==> config.mk <==
export PLATFORM = sky130hd
export DESIGN_NAME = hazard_ctrl
export DESIGN_NICKNAME = d
export VERILOG_FILES = /design/src/rtl/hazard_ctrl.sv
export SDC_FILE = /design/constraint.sdc
export NUM_CORES = 1
export LEC_CHECK = 0
export ABC_AREA = 1
export ABC_CLOCK_PERIOD_IN_PS = 3400
export CAP_MARGIN = 0
export CORE_UTILIZATION = 44
export CTS_CLUSTER_DIAMETER = 40
export CTS_CLUSTER_SIZE = 14
export DETAILED_ROUTE_END_ITERATION = 8
export PLACE_DENSITY = 0.95
export SYNTH_ARGS = -nofsm -noshare
export SYNTH_HDL_FRONTEND = slang
export SYNTH_SLANG_ARGS = --single-unit
==> constraint.sdc <==
create_clock -name clk -period 3.4 [get_ports clk]
set_clock_uncertainty 0.05 [all_clocks]
set_input_delay 1.02 -clock clk [delete_from_list [all_inputs] [get_ports clk]]
set_output_delay 1.02 -clock clk [all_outputs]
set_load 0.01 [all_outputs]
==> src/rtl/hazard_ctrl.sv <==
`default_nettype none
// ============================================================================
//  Module      : hazard_ctrl
//  Description : Pipeline sequencer for the five-stage integer core.
//                Produces stall / bubble / flush controls, operand-forwarding
//                selects and the gated JALR redirect, and freezes the pipe
//                while a data-memory access is outstanding.
//                Optional macro HAZARD_PERF_EN builds the stall/flush
//                performance counters; without it both counter ports are 0.
//  Revision    : 1.0 - initial release
// ============================================================================
module hazard_ctrl #(
    parameter int RFIDX_WIDTH  = 5,
    parameter int FLUSH_CYCLES = 1
) (
    input  logic                   clk,
    input  logic                   rst_n,
    input  logic                   id_valid,
    input  logic [RFIDX_WIDTH-1:0] id_rs1_index,
    input  logic [RFIDX_WIDTH-1:0] id_rs2_index,
    input  logic                   id_rs1_used,
    input  logic                   id_rs2_used,
    input  logic [RFIDX_WIDTH-1:0] id_rd_index,
    input  logic                   id_reg_write,
    input  logic                   id_mem_read,
    input  logic                   id_jalr_en,
    input  logic                   ex_bxx_taken,
    input  logic                   mem_req,
    input  logic                   mem_ready,
    output logic                   pc_stall,
    output logic                   ifid_stall,
    output logic                   ifid_flush,
    output logic                   idex_bubble,
    output logic                   pipe_freeze,
    output logic                   bxx_flush,
    output logic                   jalr_go,
    output logic [1:0]             fwd_a_sel,
    output logic [1:0]             fwd_b_sel,
    output logic [31:0]            stall_cnt,
    output logic [31:0]            flush_cnt
);

    localparam logic [1:0] c_st_run    = 2'd0;
    localparam logic [1:0] c_st_freeze = 2'd1;
    localparam logic [1:0] c_st_flush  = 2'd2;

    localparam logic [1:0]             c_flush_load = 2'(FLUSH_CYCLES - 1);
    localparam logic [RFIDX_WIDTH-1:0] c_x0         = '0;

    logic [1:0]             r_state;
    logic [1:0]             r_flush_left;
    logic                   r_flush_pend;
    logic [RFIDX_WIDTH-1:0] r_ex_rd;
    logic                   r_ex_wr;
    logic                   r_ex_ld;
    logic [RFIDX_WIDTH-1:0] r_mem_rd;
    logic                   r_mem_wr;
    logic [RFIDX_WIDTH-1:0] r_wb_rd;
    logic                   r_wb_wr;

    logic [1:0] w_state_nxt;
    logic [1:0] w_flush_left_nxt;
    logic       w_flush_pend_nxt;
    logic       w_load_use;
    logic       w_lu_stall;
    logic       w_pc_stall;
    logic       w_ifid_stall;
    logic       w_ifid_flush;
    logic       w_idex_bubble;
    logic       w_pipe_freeze;
    logic       w_bxx_flush;
    logic       w_jalr_go;
    logic [1:0] w_fwd_a;
    logic [1:0] w_fwd_b;

    // A load still in EX whose result decode needs right now.
    assign w_load_use = id_valid & r_ex_ld & r_ex_wr & (r_ex_rd != c_x0) &
                        ((id_rs1_used & (id_rs1_index == r_ex_rd)) |
                         (id_rs2_used & (id_rs2_index == r_ex_rd)));

    // Operand forwarding: the younger EX/MEM result beats MEM/WB; x0 never forwards.
    always_comb begin
        w_fwd_a = 2'b00;
        w_fwd_b = 2'b00;
        if (r_mem_wr && (r_mem_rd != c_x0) && (r_mem_rd == id_rs1_index))
            w_fwd_a = 2'b10;
        else if (r_wb_wr && (r_wb_rd != c_x0) && (r_wb_rd == id_rs1_index))
            w_fwd_a = 2'b01;
        if (r_mem_wr && (r_mem_rd != c_x0) && (r_mem_rd == id_rs2_index))
            w_fwd_b = 2'b10;
        else if (r_wb_wr && (r_wb_rd != c_x0) && (r_wb_rd == id_rs2_index))
            w_fwd_b = 2'b01;
    end

    // Next-state and control outputs; priority freeze > branch flush > load-use > jalr.
    always_comb begin
        w_state_nxt      = r_state;
        w_flush_left_nxt = r_flush_left;
        w_flush_pend_nxt = r_flush_pend;
        w_lu_stall       = 1'b0;
        w_pc_stall       = 1'b0;
        w_ifid_stall     = 1'b0;
        w_ifid_flush     = 1'b0;
        w_idex_bubble    = 1'b0;
        w_pipe_freeze    = 1'b0;
        w_bxx_flush      = 1'b0;
        w_jalr_go        = 1'b0;
        case (r_state)
            c_st_run: begin
                w_jalr_go = id_jalr_en & id_valid & ~w_load_use & ~ex_bxx_taken;
                if (mem_req && !mem_ready) begin
                    // A branch resolving now must wait until the access completes.
                    w_state_nxt      = c_st_freeze;
                    w_flush_pend_nxt = ex_bxx_taken;
                    w_lu_stall       = w_load_use;
                end else if (ex_bxx_taken) begin
                    w_state_nxt      = c_st_flush;
                    w_flush_left_nxt = c_flush_load;
                end else begin
                    w_lu_stall = w_load_use;
                end
                w_pc_stall    = w_lu_stall;
                w_ifid_stall  = w_lu_stall;
                w_idex_bubble = w_lu_stall;
                w_ifid_flush  = w_jalr_go;
            end
            c_st_freeze: begin
                w_pc_stall    = 1'b1;
                w_ifid_stall  = 1'b1;
                w_pipe_freeze = 1'b1;
                if (mem_ready) begin
                    if (r_flush_pend) begin
                        w_state_nxt      = c_st_flush;
                        w_flush_left_nxt = c_flush_load;
                        w_flush_pend_nxt = 1'b0;
                    end else begin
                        w_state_nxt = c_st_run;
                    end
                end
            end
            c_st_flush: begin
                w_bxx_flush   = 1'b1;
                w_ifid_flush  = 1'b1;
                w_idex_bubble = 1'b1;
                if (r_flush_left == 2'd0)
                    w_state_nxt = c_st_run;
                else
                    w_flush_left_nxt = r_flush_left - 2'd1;
            end
            default: begin
                w_state_nxt = c_st_run;
            end
        endcase
    end

    // State register, flush timer and EX/MEM/WB destination shadows.
    always_ff @(posedge clk) begin
        if (!rst_n) begin
            r_state      <= c_st_run;
            r_flush_left <= 2'd0;
            r_flush_pend <= 1'b0;
            r_ex_rd      <= '0;
            r_ex_wr      <= 1'b0;
            r_ex_ld      <= 1'b0;
            r_mem_rd     <= '0;
            r_mem_wr     <= 1'b0;
            r_wb_rd      <= '0;
            r_wb_wr      <= 1'b0;
        end else begin
            r_state      <= w_state_nxt;
            r_flush_left <= w_flush_left_nxt;
            r_flush_pend <= w_flush_pend_nxt;
            if (!w_pipe_freeze) begin
                if (w_idex_bubble || w_bxx_flush) begin
                    r_ex_rd <= '0;
                    r_ex_wr <= 1'b0;
                    r_ex_ld <= 1'b0;
                end else begin
                    r_ex_rd <= id_rd_index;
                    r_ex_wr <= id_reg_write;
                    r_ex_ld <= id_mem_read;
                end
                r_mem_rd <= r_ex_rd;
                r_mem_wr <= r_ex_wr;
                r_wb_rd  <= r_mem_rd;
                r_wb_wr  <= r_mem_wr;
            end
        end
    end

    assign pc_stall    = rst_n & w_pc_stall;
    assign ifid_stall  = rst_n & w_ifid_stall;
    assign ifid_flush  = rst_n & w_ifid_flush;
    assign idex_bubble = rst_n & w_idex_bubble;
    assign pipe_freeze = rst_n & w_pipe_freeze;
    assign bxx_flush   = rst_n & w_bxx_flush;
    assign jalr_go     = rst_n & w_jalr_go;
    assign fwd_a_sel   = {2{rst_n}} & w_fwd_a;
    assign fwd_b_sel   = {2{rst_n}} & w_fwd_b;

`ifdef HAZARD_PERF_EN
    logic [31:0] r_stall_cnt;
    logic [31:0] r_flush_cnt;
    logic        w_stall_evt;
    logic        w_flush_enter;

    assign w_stall_evt   = w_lu_stall | (r_state == c_st_freeze);
    assign w_flush_enter = (w_state_nxt == c_st_flush) & (r_state != c_st_flush);

    // Free-running wrap-around event counters.
    always_ff @(posedge clk) begin
        if (!rst_n) begin
            r_stall_cnt <= 32'd0;
            r_flush_cnt <= 32'd0;
        end else begin
            if (w_stall_evt)
                r_stall_cnt <= r_stall_cnt + 32'd1;
            if (w_flush_enter)
                r_flush_cnt <= r_flush_cnt + 32'd1;
        end
    end

    assign stall_cnt = {32{rst_n}} & r_stall_cnt;
    assign flush_cnt = {32{rst_n}} & r_flush_cnt;
`else
    assign stall_cnt = 32'd0;
    assign flush_cnt = 32'd0;
`endif

endmodule
`default_nettype wire
==> impl_metrics.py <==
metrics = {
    "cells_and_area": {
        "utilization_pct": 54.7,
        "antenna_cells": 0,
        "final_layout_size_suffix_gt1_share_pct": 14.7,
        "final_common_cell": "nand2_1",
        "areaGrowthSynthToFinish_pct": 18.7,
        "fillers": 437,
        "fin_nets": 396,
        "final_cell_mix": "nand2_1, conb_1, nor2_1",
        "design_area_mm2": 0.00240,
        "instances_no_fill": 420,
    },
    "timing": {
        "fin_crit_ps": 3360,
        "slew_viol_final": 0,
        "final.setup.worst_slack_ps": 43.0,
        "max_freq_mhz": 298,
        "fin_hold_ws_ps": 405,
        "hold_viol": 0,
        "fin_crit_sh_pct": 98.7,
        "setup_viol": 0,
    },
    "critical_path": {
        "endpoint": "fwd_b_sel[0]",
        "cp.arrival_ps": 2290,
        "cp.required_ps": 2330,
        "reg2reg_to": "r_ex_wr",
        "ff2ff_setup_slack_ps": 1840,
        "start_kind": "primary input",
        "worstReg2RegStart": "r_ex_rd[1]",
        "worst-path-max-fanout": 3,
        "cp-end-kind": "output port",
        "startpoint": "id_rs2_index[4]",
        "reg2reg_depth": 10,
        "worstSetupPathType": "primary input to output port",
    },
    "logic_synthesis": {
        "yosys_most_used_dff": "dfxtp_1",
        "syn_avg_cell_area_um2": 6.41,
        "syn_area_mm2": 0.00202,
        "synth_top_area_share_pct": 24.2,
        "synth_xor_area_share_pct": 6.51,
        "ys_seq_area_share_pct": 23.8,
        "async_flop_share_pct": 0,
        "synth-seq-cells": 24,
        "muxShareOfSynthArea_pct": 0,
        "synth_fa_ha_area_share_pct": 0.620,
        "synth-edff-count": 0,
        "synthSimpleGateAreaFrac_pct": 27.7,
        "synthDistinctLibCells": 25,
        "synth_top_family_by_area": "buffers and inverters",
        "synth-compound-area-share_pct": 9.05,
        "yosys.area.top_type": "buf_4",
        "yosys-top-cells-area": "buf_4, dfxtp_1, nand2_1",
        "synth_cells": 315,
        "synth_warnings": 0,
    },
    "place": {
        "placed_area_mm2": 0.00232,
        "place_inst": 416,
        "hpwl_um": 3420,
        "dp_slack_ps": -541,
        "io_buffers": 36,
        "place_congestion": 0.979,
    },
    "power_and_ir_drop": {
        "ir_drop_v": 0.000271,
        "switchingPower_uw": 270,
        "intPower_uw": 511,
        "p_leak_nw": 1.34,
        "pwr-share-clk_pct": 25.1,
        "powerDensity_mw_per_mm2": 326,
        "p_sw_share_pct": 34.6,
        "combPwrFrac_pct": 31.9,
        "p_seq_share_pct": 43.1,
    },
    "global_route": {
        "gr-total-overflow": 0,
        "busiest_layer": "met2",
        "antenna_found_initial": 0,
        "grt_pass1_wl_um": 7060,
        "grt_util_met3_pct": 4.65,
        "met1_usage_pct": 21.5,
        "grt_max_degree": 20,
        "grtUsageMet2_pct": 30.9,
        "grt_use_total_pct": 17.9,
        "grt_pass1_vias": 1640,
    },
    "drt": {
        "vias": 1866,
        "initialDrtViolationCount": 104,
        "avgViaCountPerCell": 4.44,
        "drtPass1Iterations": 4,
        "avgRoutedWirePerCell_um": 10.2,
        "wirelength_um": 4290,
        "route.detailed.drc": 0,
        "ant_nets": 0,
    },
    "run": {
        "drv_cap": 0,
    },
    "clock_network": {
        "hold_buffers": 0,
        "ctsHtreeMaxLevel": 1,
        "cts_tree": "yes",
        "cts.sinks": 24,
        "clock_latency_ps": 270,
        "postCtsSetupBuffers": 0,
        "cts_buffers": 3,
        "clk_pin_slew_ps": 80,
        "clockRootBuffer": "clkbuf_8",
        "clockBufferDepth": 2,
    },
    "outcome": {
        "status": "finished, final reports clean",
    },
    "die": {
        "die_y_um": 69.7,
        "io_pins": 101,
        "start_util_pct": 46.1,
        "fp.dieW_um": 69.7,
        "design.core.area_mm2": 0.00438,
        "die-area_mm2": 0.00486,
        "num_rows": 24,
    },
    "min_path": {
        "hold_class": "flop to flop",
    },
}
critical path, cell delays in order:
cell and delay, ps:
dlygate4sd2_1 270, buf_4 150, xor2_1 130, nor3_1 200
nand4_1 140, a21oi_2 130, clkdlybuf4s15_2 230
per-stage QoR:
stage	power, mW	setup TNS [ps]
floorplan	0.551	0
global placement	0.582	-4320
detailed placement	0.590	-4590
CTS	0.775	0
global route	0.832	-12.4
finish	0.782	0
kinds of logic (layout without fill, tap and decap cells):
group	count (synthesis)	count (layout)
DFF	24	24
adders and majority gates	1	1
xor gates and xnor gates	15	15
buffers and inverters	107	97
other	1	64
and+or+nand+nor	133	133
AOI/OAI and AO/OA	34	34
state kept, by name (all words and copies together), names as in the netlist:
signal,flops
r_state,2
r_wb_wr,1
r_mem_wr,1
r_ex_ld,1
r_wb_rd,5
r_ex_rd,5
r_mem_rd,5
r_ex_wr,1
r_flush_pend,1
r_flush_left,2
metal layers:
| metal | routed length [um] | vias to the layer above |
|---|---|---|
| met3 | 385 | 10 |
| met2 | 2050 | 94 |
| met4 | 92 | 0 |
| li1 | - | 956 |
| met5 | 0 | - |
| met1 | 1760 | 806 |
cells in the mapped netlist (all sizes together) (5+ instances only):
master,number
xor2,6
buf,68
dfxtp,24
xnor2,9
nand3,14
nand4,5
o21ai,17
nand2,66
a21oi,15
inv,38
nor2,41
nor3,6
layout make-up:
cell class	count	area [um^2]	area share, %
inverter	38	143	5.95
multi-input combinational	247	1170	48.7
sequential	24	480	20.0
tap	52	65.1	2.71
timing repair buffer	55	485	20.3
clock buffer	4	55.1	2.30
worst min-delay path by stage:
| stage | cells after the start | start | endpoint |
|---|---|---|---|
| detailed placement | 2 | r_ex_ld | r_ex_ld |
| global route | 2 | r_ex_ld | r_ex_ld |
| floorplan | 2 | r_ex_ld | r_ex_ld |
| CTS | 2 | r_ex_ld | r_ex_ld |
| finish | 2 | r_ex_ld | r_ex_ld |
| global placement | 2 | r_ex_ld | r_ex_ld |
repair_timing:
action / 4_1_cts / 5_1_grt
pin swaps: 6 / 10
endpoints found under the setup margin: 11 / 9
cloned: 0 / 0
resized for setup: 37 / 19
endpoints found under the hold margin: 0 / 0
power by group through the flow:
stage          Combinational (mW)  Clock, mW  Sequential (mW)
2_1_floorplan               0.216          0            0.335
3_3_place_gp                0.241          0            0.340
3_5_place_dp                0.247          0            0.343
4_1_cts                     0.243      0.196            0.336
5_1_grt                     0.281      0.211            0.340
6_report                    0.249      0.196            0.336
Power figures use the tool's default switching activity.
